==> src/rtl/wheel_speed_loop.sv <==
// Closed-loop speed controller for one wheel: x4 quadrature count over a fixed window,
// PI control with anti-windup, and a period-synchronous PWM with H-bridge direction.
module wheel_speed_loop #(
    parameter int CNT_W      = 16,
    parameter int WIN_CYCLES = 8388608,
    parameter int PWM_W      = 8,
    parameter int GAIN_W     = 8,
    parameter int GAIN_FRAC  = 4,
    parameter int ACC_W      = 24
) (
    input  logic                    WHEEL_SPEED_LOOP_CLOCK,
    input  logic                    WHEEL_SPEED_LOOP_RESET_InLow,
    input  logic                    WHEEL_SPEED_LOOP_ENABLE_In,
    input  logic signed [CNT_W-1:0] WHEEL_SPEED_LOOP_SETPOINT_InBus,
    input  logic [GAIN_W-1:0]       WHEEL_SPEED_LOOP_KP_InBus,
    input  logic [GAIN_W-1:0]       WHEEL_SPEED_LOOP_KI_InBus,
    input  logic                    WHEEL_SPEED_LOOP_ENCA_In,
    input  logic                    WHEEL_SPEED_LOOP_ENCB_In,
    input  logic                    WHEEL_SPEED_LOOP_PWMCE_In,
    input  logic                    WHEEL_SPEED_LOOP_CLRQERR_In,
    output logic                    WHEEL_SPEED_LOOP_PWM_Out,
    output logic [1:0]              WHEEL_SPEED_LOOP_DIR_OutBus,
    output logic [PWM_W-1:0]        WHEEL_SPEED_LOOP_DUTY_OutBus,
    output logic signed [CNT_W-1:0] WHEEL_SPEED_LOOP_MEAS_OutBus,
    output logic                    WHEEL_SPEED_LOOP_SAMPLE_Out,
    output logic                    WHEEL_SPEED_LOOP_QERR_Out
);

    localparam int WIN_W  = (WIN_CYCLES > 1) ? $clog2(WIN_CYCLES) : 1;
    localparam int ERR_W  = CNT_W + 1;
    localparam int PROD_W = ERR_W + GAIN_W + 1;
    localparam int SUM_W  = ((PROD_W > ACC_W) ? PROD_W : ACC_W) + 2;

    localparam logic signed [CNT_W-1:0] CNT_MAX = $signed({1'b0, {(CNT_W-1){1'b1}}});
    localparam logic signed [CNT_W-1:0] CNT_MIN = $signed({1'b1, {(CNT_W-2){1'b0}}, 1'b1});
    localparam logic signed [SUM_W-1:0] ACC_MAX = $signed({{(SUM_W-ACC_W+1){1'b0}}, {(ACC_W-1){1'b1}}});
    localparam logic signed [SUM_W-1:0] ACC_MIN = $signed({{(SUM_W-ACC_W+1){1'b1}}, {(ACC_W-1){1'b0}}});
    localparam logic signed [SUM_W-1:0] U_MAX   = $signed({{(SUM_W-PWM_W){1'b0}}, {PWM_W{1'b1}}});
    localparam logic signed [SUM_W-1:0] U_MIN   = -U_MAX;

    logic clk;
    logic rst_n;
    logic enable;

    assign clk    = WHEEL_SPEED_LOOP_CLOCK;
    assign rst_n  = WHEEL_SPEED_LOOP_RESET_InLow;
    assign enable = WHEEL_SPEED_LOOP_ENABLE_In;

    logic [1:0]              enc_meta_reg, enc_sync_reg, enc_hist_reg;
    logic [1:0]              pos_cur, pos_prev, pos_diff;
    logic                    step_up, step_dn, step_bad;
    logic signed [CNT_W-1:0] acc_reg, acc_next, meas_reg;
    logic [WIN_W-1:0]        win_cnt_reg;
    logic                    win_last, sample_reg, qerr_reg;

    always_ff @(posedge clk or negedge rst_n) begin
        if (!rst_n) begin
            enc_meta_reg <= '0;
            enc_sync_reg <= '0;
            enc_hist_reg <= '0;
        end else begin
            enc_meta_reg <= {WHEEL_SPEED_LOOP_ENCA_In, WHEEL_SPEED_LOOP_ENCB_In};
            enc_sync_reg <= enc_meta_reg;
            enc_hist_reg <= enc_sync_reg;
        end
    end

    // Gray state -> binary position, so the sign of a legal move is a modulo-4 difference.
    assign pos_cur  = {enc_sync_reg[1], enc_sync_reg[1] ^ enc_sync_reg[0]};
    assign pos_prev = {enc_hist_reg[1], enc_hist_reg[1] ^ enc_hist_reg[0]};
    assign pos_diff = pos_cur - pos_prev;
    assign step_up  = (pos_diff == 2'd1);
    assign step_dn  = (pos_diff == 2'd3);
    assign step_bad = (pos_diff == 2'd2);

    always_comb begin
        acc_next = acc_reg;
        if (step_up && (acc_reg != CNT_MAX))
            acc_next = acc_reg + CNT_W'(1);
        else if (step_dn && (acc_reg != CNT_MIN))
            acc_next = acc_reg - CNT_W'(1);
    end

    assign win_last = (win_cnt_reg == WIN_W'(WIN_CYCLES - 1));

    always_ff @(posedge clk or negedge rst_n) begin
        if (!rst_n) begin
            win_cnt_reg <= '0;
            acc_reg     <= '0;
            meas_reg    <= '0;
            sample_reg  <= 1'b0;
        end else if (win_last) begin
            win_cnt_reg <= '0;
            acc_reg     <= '0;
            meas_reg    <= acc_next;
            sample_reg  <= 1'b1;
        end else begin
            win_cnt_reg <= win_cnt_reg + WIN_W'(1);
            acc_reg     <= acc_next;
            sample_reg  <= 1'b0;
        end
    end

    // A new error wins over a simultaneous clear.
    always_ff @(posedge clk or negedge rst_n) begin
        if (!rst_n)
            qerr_reg <= 1'b0;
        else if (step_bad)
            qerr_reg <= 1'b1;
        else if (WHEEL_SPEED_LOOP_CLRQERR_In)
            qerr_reg <= 1'b0;
    end

    logic signed [ERR_W-1:0]  err_reg;
    logic                     stage2_reg, sp_zero_reg;
    logic signed [ACC_W-1:0]  integ_reg, cand;
    logic signed [PROD_W-1:0] p_full, i_full;
    logic signed [SUM_W-1:0]  i_sum, u_full;
    logic                     sat_hi, sat_lo, err_pos, err_neg, integ_hold;
    logic [PWM_W-1:0]         duty_val, duty_reg;
    logic [1:0]               dir_val, dir_reg;

    always_ff @(posedge clk or negedge rst_n) begin
        if (!rst_n) begin
            err_reg     <= '0;
            sp_zero_reg <= 1'b0;
            stage2_reg  <= 1'b0;
        end else begin
            stage2_reg <= sample_reg & enable;
            if (sample_reg) begin
                err_reg     <= ERR_W'(WHEEL_SPEED_LOOP_SETPOINT_InBus) - ERR_W'(meas_reg);
                sp_zero_reg <= (WHEEL_SPEED_LOOP_SETPOINT_InBus == '0);
            end
        end
    end

    assign p_full = PROD_W'(err_reg) * PROD_W'($signed({1'b0, WHEEL_SPEED_LOOP_KP_InBus}));
    assign i_full = PROD_W'(err_reg) * PROD_W'($signed({1'b0, WHEEL_SPEED_LOOP_KI_InBus}));
    assign i_sum  = SUM_W'(integ_reg) + SUM_W'(i_full);

    always_comb begin
        cand = ACC_W'(i_sum);
        if (i_sum > ACC_MAX)
            cand = ACC_W'(ACC_MAX);
        else if (i_sum < ACC_MIN)
            cand = ACC_W'(ACC_MIN);
    end

    assign u_full     = (SUM_W'(p_full) + SUM_W'(cand)) >>> GAIN_FRAC;
    assign sat_hi     = (u_full > U_MAX);
    assign sat_lo     = (u_full < U_MIN);
    assign err_neg    = err_reg[ERR_W-1];
    assign err_pos    = !err_neg && (err_reg != '0);
    // Freeze the integrator only while it would push further into the active limit.
    assign integ_hold = (sat_hi && err_pos) || (sat_lo && err_neg);

    always_comb begin
        duty_val = '0;
        dir_val  = 2'b11;
        if (sat_hi || sat_lo)
            duty_val = '1;
        else if (u_full[SUM_W-1])
            duty_val = PWM_W'(-u_full);
        else
            duty_val = PWM_W'(u_full);
        if (u_full[SUM_W-1])
            dir_val = 2'b01;
        else if (u_full != '0)
            dir_val = 2'b10;
    end

    always_ff @(posedge clk or negedge rst_n) begin
        if (!rst_n) begin
            integ_reg <= '0;
            duty_reg  <= '0;
            dir_reg   <= 2'b00;
        end else if (!enable) begin
            integ_reg <= '0;
            duty_reg  <= '0;
            dir_reg   <= 2'b00;
        end else if (stage2_reg) begin
            if (sp_zero_reg) begin
                integ_reg <= '0;
                duty_reg  <= '0;
                dir_reg   <= 2'b11;
            end else begin
                if (!integ_hold)
                    integ_reg <= cand;
                duty_reg <= duty_val;
                dir_reg  <= dir_val;
            end
        end
    end

    logic [PWM_W-1:0] pwm_cnt_reg, active_duty_reg;
    logic             pwm_wrap, pwm_reg;

    assign pwm_wrap = WHEEL_SPEED_LOOP_PWMCE_In && (pwm_cnt_reg == '1);

    // Active duty only reloads on the period wrap so a period is never cut short or stretched.
    always_ff @(posedge clk or negedge rst_n) begin
        if (!rst_n) begin
            pwm_cnt_reg     <= '0;
            active_duty_reg <= '0;
            pwm_reg         <= 1'b0;
        end else begin
            if (WHEEL_SPEED_LOOP_PWMCE_In)
                pwm_cnt_reg <= pwm_cnt_reg + PWM_W'(1);
            if (!enable)
                active_duty_reg <= '0;
            else if (pwm_wrap)
                active_duty_reg <= duty_reg;
            pwm_reg <= enable && (pwm_cnt_reg < active_duty_reg);
        end
    end

    assign WHEEL_SPEED_LOOP_PWM_Out     = pwm_reg;
    assign WHEEL_SPEED_LOOP_DIR_OutBus  = dir_reg;
    assign WHEEL_SPEED_LOOP_DUTY_OutBus = duty_reg;
    assign WHEEL_SPEED_LOOP_MEAS_OutBus = meas_reg;
    assign WHEEL_SPEED_LOOP_SAMPLE_Out  = sample_reg;
    assign WHEEL_SPEED_LOOP_QERR_Out    = qerr_reg;

endmodule
==> config.mk <==
export PLATFORM = sky130hd
export DESIGN_NAME = wheel_speed_loop
export DESIGN_NICKNAME = d
export VERILOG_FILES = /design/src/rtl/wheel_speed_loop.sv
export SDC_FILE = /design/constraint.sdc
export NUM_CORES = 1
export LEC_CHECK = 0
export ABC_AREA = 1
export CELL_PAD_IN_SITES_DETAIL_PLACEMENT = 0
export CELL_PAD_IN_SITES_GLOBAL_PLACEMENT = 1
export CORE_MARGIN = 1
export CORE_UTILIZATION = 45
export DETAILED_ROUTE_END_ITERATION = 10
export PLACE_DENSITY_LB_ADDON = 0.3
export RECOVER_POWER = 50
export SETUP_SLACK_MARGIN = 0.2
export SLEW_MARGIN = 10
export SYNTH_ARGS = -nofsm -noshare
export SYNTH_HDL_FRONTEND = slang
export SYNTH_SLANG_ARGS = --single-unit
==> constraint.sdc <==
create_clock -name WHEEL_SPEED_LOOP_CLOCK -period 20.8 [get_ports WHEEL_SPEED_LOOP_CLOCK]
set_clock_uncertainty 0.1 [all_clocks]
set_input_delay 4.16 -clock WHEEL_SPEED_LOOP_CLOCK [delete_from_list [all_inputs] [get_ports WHEEL_SPEED_LOOP_CLOCK]]
set_output_delay 4.16 -clock WHEEL_SPEED_LOOP_CLOCK [all_outputs]
set_load 0.05 [all_outputs]
# Word-level counts from Yosys, hierarchy flattened
# Index checks and enable logic that the tools add are counted.
classes:
  n_addsub: 9
  muxes: 25
  n_mul: 2
  bitwise: 3
  n_eq_ne: 10
  order_cmp: 5
  reduce_logical: 15
op_table:
  columns: ["op", "count"]
  rows:
  - ["$mux W24", 6]
  - ["$mux W8", 7]
  - ["$mul A17 B9 Y26", 2]
  - ["$mux W16", 3]
  - ["$ne A16 B16 Y1 const B", 2]
  - ["$reduce_bool A28 Y1", 1]
  - ["$add A24 B26 Y27", 1]
  - ["$add A26 B24 Y27", 1]
  - ["$gt A27 B24 Y1 const B", 1]
  - ["$lt A27 B24 Y1 const B", 1]
  - ["$add A23 B1 Y23 const B", 1]
  - ["$eq A23 B23 Y1 const B", 1]
  - ["$gt A23 B9 Y1 const B", 1]
  - ["$lt A23 B9 Y1 const B", 1]
  - ["$mux W23", 1]
  - ["$reduce_bool A17 Y1", 1]
  - ["$sub A16 B16 Y17", 1]
  - ["$add A16 B2 Y16 const B", 1]
  - ["$logic_not A16 Y1", 1]
  - ["$sub A16 B2 Y16 const B", 1]
  - ["$add A8 B1 Y8 const B", 1]
  - ["$eq A8 B8 Y1 const B", 1]
  - ["$lt A8 B8 Y1", 1]
  - ["$mux W2", 4]
  - ["14 further kinds", 27]
word_totals:
  output_inout_bits: 29
  inputBits: 39
  elab_cells: 86
  reg_bits: 133

# Longest topological paths before layout
# Gate-level depths: netlist of run 1.
depth:
  depth_word: 13
  depth_mapped: 54

# Worst setup path before layout of run 1
# Ideal clock, no wire load.
synth_path:
  path_type: "input to register"
  startpoint: "in WHEEL_SPEED_LOOP_KI_InBus[2]"
  endpoint: "reg integ_reg[4]"
  arrival_time_ps: 12008
  t_required_ps: 20584
  slack_ps: 8576
  path_stages: 49
  setup_time_ps: 116
  path_buffers: 4
  path_cell_list: "clkbuf_1 > clkbuf_1 > nand2_1 > fa_1 > inv_1 > fa_1 > inv_1 > fa_1 > inv_1 > fa_1 > inv_1 > fa_1 > inv_1 > ha_1 > nand2_1 > nor2_1 > nand3_1 > nand3_2 > [13 not listed] > a21oi_1 > inv_1 > a31oi_1 > o21ai_0 > a21oi_1 > o21ai_2 > or2_2 > nand2_1 > nand2_1 > nor3_1 > nand3_2 > nand3_2 > nand2_4 > nand2_8 > nand2_8 > buf_12 > nand2_4 > nand2_2"
synth_via:
  elab_chain_cells: 11
synth_lines:
  columns: ["item", "line", "rtl"]
  rows:
  - ["from (decl)", "16", "input logic [GAIN_W-1:0] WHEEL_SPEED_LOOP_KI_InBus,"]
  - ["$mul A17 B9 Y26 *", "138", "assign i_full = PROD_W'(err_reg) * PROD_W'($signed({1'b0, WHEEL_SPEED_LOOP_KI_InBus}));"]
  - ["$add A24 B26 Y27 *", "139", "assign i_sum = SUM_W'(integ_reg) + SUM_W'(i_full);"]
  - ["$lt A27 B24 Y1", "145", "else if (i_sum < ACC_MIN)"]
  - ["$mux W24", "145", null]
  - ["$mux W24 *", "143", "if (i_sum > ACC_MAX)"]
  - ["$add A26 B24 Y27", "149", "assign u_full = (SUM_W'(p_full) + SUM_W'(cand)) >>> GAIN_FRAC;"]
  - ["$gt A23 B9 Y1 / $lt A23 B9 Y1 (equally long branches)", "150, 151", null]
  - ["$logic_and A1 B1 Y1", "155", "assign integ_hold = (sat_hi && err_pos) || (sat_lo && err_neg);"]
  - ["$logic_or A1 B1 Y1", "155", null]
  - ["$ne A3 B3 Y1 (no line)", null, null]
  - ["$reduce_and A2 Y1 (no line)", null, null]
  - ["to (signal assigned)", "188", "integ_reg <= cand;"]
  - ["to (decl)", "116", "logic signed [ACC_W-1:0] integ_reg, cand;"]
# Every way passes the cells marked *; elsewhere a longest branch is shown, timed or not. The select of a mux whose other input is x is not followed.
# A chain may end at the register's enable or synchronous reset.

# Worst setup path after layout of run 1
layout_path:
  startpoint: "in WHEEL_SPEED_LOOP_KI_InBus[0]"
  endpoint: "reg integ_reg[14]"
# The elaborated chain is that of the path after synthesis.

==> impl_metrics.ini, run 1 <==
[status]
status = finished with violations
violations = capacitance limit, slew limit

[place]
pre_cts_slack_ns = 6.57
gp_congestion = 0.974
port_buffers = 67
dp_hpwl_um = 44200

[worst_setup_path]
start_kind = input port
path_class = input port to flop
required_ns = 21.01
r2r_slack_ns = 10.63
reg2reg_to = integ_reg[14]
crit_path_max_fanout = 24
worst_path_most_repeated_cell = nand2_1
slowest_stage = clkdlybuf4s50_1
critPathArrivalTime_ns = 14.15
max_stage_delay_ns = 0.98
r2r.worst_path.cells = 43
r2r_start = err_reg[16]
cp-end-kind = flop

[global_route]
grt_usage_pct = 26.1
overflow = 0
antenna_found_initial = 1
grt_pass1_wl_um = 89800
grt_pass1_vias = 17044
grt_start_max_net_pins = 81

[routing]
num_vias = 16143
ant_nets = 0
totalWireLength_um = 54400
vias_per_cell = 4.94
drc = 0
wire_per_inst_um = 16.7
drt_iter0_markers = 847
dr.pass1.iters = 5

[sta]
rsz0062_at_grt = false
relSlewSlack_pct = -213
slew_violations = 110
setup_viol_count_final = 0
layout_setup_ws_ns = 6.85
tightest_slew_ns = 4.69
period_share_pct = 67.0
fmax_ghz = 0.0717
fin_crit_ns = 13.95
finalHoldViolCount = 0
finalSetupTns_ns = 0
fin_worst_hold_slack_ns = 0.249

[synthesis]
yosys_warnings = 0
synthArstFlopShare_pct = 100
ys_types = 49
synth_area_mm2 = 0.0199
synth_cells = 2655
synth_ff_type = dfrtp_1
ys_ff_latch = 133
postSynthAreaPerCell_um2 = 7.49
synth_edf_count = 0
syn_nets = 3107
synth.yosys.seq_area_share_pct = 16.7

[cts]
clk_path_buf_depth = 2
htreeDepth = 4
clock_sinks = 133
cts_root_buf = clkbuf_16
cts_hold_buf = 0
insertion_delay_ns = 0.43
cts_resized = 0
cts_made_buffers = 17
cts_tree = built
cts_setup_buffers = 0
path_clk_slew_ns = 0.06

[worst_hold_path]
min_from = enc_meta_reg[1]
whs_endpoint = enc_sync_reg[1]
holdPathStages = 0
hold_path_class = flop to flop

[floorplanning]
rows = 76
fp.dieH_um = 212
core_mm2 = 0.0434
start_util_pct = 45.8
die_x_um = 212
ioPinCount = 68
dieArea_mm2 = 0.0450

[run]
maxCapViolations = 2

[finish]
final_nets = 3122
largest_reg_flops = 24
area_growth_pct = 8.68
nFillCells = 4354
drive_above_1_share_pct = 4.29
final_cell_mix = inv_1, nand2_1, fa_1, ha_1, nor2_1
num_antenna_cells = 0
mostFrequentLayoutCell = inv_1
how the worst max path moves through the flow:
stage	cells after the start	start	slack (ns)	end
2_1_floorplan	49	WHEEL_SPEED_LOOP_KI_InBus[2]	8.58	integ_reg[4]
3_3_place_gp	44	WHEEL_SPEED_LOOP_KI_InBus[0]	6.70	integ_reg[22]
3_5_place_dp	44	WHEEL_SPEED_LOOP_KI_InBus[0]	6.57	integ_reg[20]
4_1_cts	44	WHEEL_SPEED_LOOP_KI_InBus[0]	6.98	integ_reg[15]
5_1_grt	44	WHEEL_SPEED_LOOP_KI_InBus[0]	6.24	integ_reg[15]
6_report	44	WHEEL_SPEED_LOOP_KI_InBus[0]	6.85	integ_reg[14]
per-stage QoR:
step | utilization (%) | cell area, um2 | std cells
floorplan | - | 19900 | 2655
global placement | 48.5 | 21000 | 3236
detailed placement | 48.5 | 21000 | 3236
CTS | 49.8 | 21600 | 3266
global route | 49.8 | 21600 | 3266
finish | 49.8 | 21600 | 3266
critical path: cells and delay by family:
family                   cells  cell delay (ns)
adder cells (fa/ha/maj)      8             4.09
AND/OR/NAND/NOR             22             2.82
buffers and inverters        8             1.56
AO/OA/AOI/OAI                6             1.48
cells in the mapped netlist (13+ instances only):
cell | count | area [um2]
inv_1 | 712 | 2670
nand2_1 | 650 | 2440
fa_1 | 264 | 5290
ha_1 | 149 | 1860
nor2_1 | 142 | 533
dfrtp_1 | 133 | 3330
o21ai_0 | 104 | 521
a21oi_1 | 75 | 375
nand3_1 | 75 | 375
clkbuf_1 | 70 | 263
xor2_1 | 62 | 543
xnor2_1 | 29 | 254
nand2_2 | 26 | 163
nor3_1 | 24 | 120
nand4_1 | 17 | 106
nor4_1 | 14 | 87.6
nand2_4 | 13 | 146
area by class of cell:
| type | instances | area (um2) | area share [%] |
|---|---|---|---|
| clock inverters | 11 | 126 | 0.585 |
| clock buffers | 19 | 453 | 2.10 |
| well taps | 585 | 732 | 3.39 |
| repair buffers | 80 | 762 | 3.53 |
| flip-flops and latches | 133 | 3330 | 15.4 |
| inverters | 716 | 2690 | 12.4 |
| multi-input cells | 1722 | 13500 | 62.6 |
kinds of logic after synthesis:
kind of cell	synth area share, %
AOI/OAI and AO/OA	6.12
xor gates and xnor gates	4.48
adders and majority gates	36.0
buffers and inverters	15.3
DFF	16.7
and+or+nand+nor	21.4
metal layers:
layer  track usage (%)  vias up  wire (um)
met2              44.8      413      26400
li1                  -     7823          -
met1              33.1     7799      23500
met5                 0        -         13
met4              10.0        2       1910
met3              3.87      106       2580
Power of run 1 is not shown: default switching activity piles up to over one toggle a cycle in this logic, so the estimate is an artifact.
==> inputs of run 2 (changes only) <==
==> constraint.sdc (replaced) <==
create_clock -name WHEEL_SPEED_LOOP_CLOCK -period 14.6 [get_ports WHEEL_SPEED_LOOP_CLOCK]
set_clock_uncertainty 0.1 [all_clocks]
set_input_delay 2.92 -clock WHEEL_SPEED_LOOP_CLOCK [delete_from_list [all_inputs] [get_ports WHEEL_SPEED_LOOP_CLOCK]]
set_output_delay 2.92 -clock WHEEL_SPEED_LOOP_CLOCK [all_outputs]
set_load 0.05 [all_outputs]
==> impl_metrics.ini, run 2 (synthesis results as in run 1) <==
[finish]
area_growth_pct = 8.56
multi_input_area_mm2 = 0.0135
final_cell_mix = inv_1, nand2_1, fa_1, ha_1, nor2_1
final_nets = 3121
drive_above_1_share_pct = 4.25
largest_reg_flops = 24
fin_util_pct = 49.8
area.sequential_mm2 = 0.00333
final_area_mm2 = 0.0216
num_antenna_cells = 0
mostFrequentLayoutCell = inv_1
nFillCells = 4401
fin_cells = 3267

[global_route]
grt_pass1_vias = 17172
antenna_found_initial = 1
grt_usage_pct = 26.3
grt_pass1_wl_um = 90400
grt_start_max_net_pins = 79
overflow = 0

[worst_setup_path]
max_stage_delay_ns = 0.97
start_kind = input port
worst_path_most_repeated_cell = nand2_1
crit_path_max_fanout = 24
critPathArrivalTime_ns = 12.81
path_class = input port to flop
slowest_stage = clkdlybuf4s50_1
cp-end-kind = flop
required_ns = 14.82

[place]
dp_cells = 3235
dp_hpwl_um = 44900
place_area_mm2 = 0.0210
port_buffers = 67
gp_congestion = 0.927

[cts]
cts_setup_buffers = 0
cts_resized = 0
insertion_delay_ns = 0.43
clock_sinks = 133
cts_root_buf = clkbuf_16
clk_path_buf_depth = 2
cts_hold_buf = 0
path_clk_slew_ns = 0.06
cts_tree = built
htreeDepth = 4
cts_made_buffers = 17

[routing]
dr.pass1.iters = 6
drc = 0
num_vias = 16211
drt_iter0_markers = 959
vias_per_cell = 4.96
totalWireLength_um = 55000
ant_nets = 0
wire_per_inst_um = 16.8

[floorplanning]
dieArea_mm2 = 0.0450
rows = 76
start_util_pct = 45.8
die_x_um = 212
fp.dieH_um = 212
core_mm2 = 0.0434
ioPinCount = 68

[sta]
fin_crit_ns = 12.59
fmax_ghz = 0.0794
slew_violations = 108
finalSetupTns_ns = 0
relSlewSlack_pct = -198
finalHoldViolCount = 0
tightest_slew_ns = 4.47
rsz0062_at_grt = false
setup_viol_count_final = 0
period_share_pct = 86.2

[run]
maxCapViolations = 2

[worst_hold_path]
hold_path_class = flop to flop

[status]
status = finished with violations
violations = capacitance limit, slew limit
-- run 2: path summary, 6_finish.rpt --
check / start / to / slack (ns) / depth (start not counted)
worst min register to register: enc_meta_reg[0] / enc_sync_reg[0] / 0.25 / 0
worst max register to register: err_reg[6] / integ_reg[21] / 4.60 / 45
worst min-delay path: enc_meta_reg[0] / enc_sync_reg[0] / 0.25 / 0
min in group asynchronous: WHEEL_SPEED_LOOP_RESET_InLow / enc_hist_reg[0] / 3.97 / 1
max in group asynchronous: WHEEL_SPEED_LOOP_RESET_InLow / win_cnt_reg[2] / 7.88 / 1
worst max-delay path: WHEEL_SPEED_LOOP_KI_InBus[0] / integ_reg[21] / 2.01 / 44
-- run 2: critical path, delay by kind of cell --
family          cells  cell delay [ns]
simple gates       21             2.64
fa+ha+maj           8             4.12
buf+inv             9             1.68
compound gates      6             1.37
-- run 2: through the flow --
stage	setup slack (ns)	hold WS, ns
floorplan	3.62	0.231
global placement	1.75	0.232
detailed placement	1.64	0.237
CTS	2.08	0.251
global route	1.30	0.267
finish	2.01	0.255
-- run 2: cell type report --
class | instances | share of cell area, %
multi-input cells | 1722 | 62.6
clock inverters | 12 | 0.539
flip-flops and latches | 133 | 15.4
clock buffers | 20 | 2.07
well taps | 585 | 3.39
repair buffers | 79 | 3.50
inverters | 716 | 12.5
-- run 2: metal layers --
metal	part of all wire, %	track usage [%]	up-vias
li1	-	-	7828
met1	44	34.1	7935
met2	49	46.4	369
met3	4.1	2.67	77
met4	2.4	7.62	2
met5	0.020	0	-
Power of run 2 is left out for the same reason.
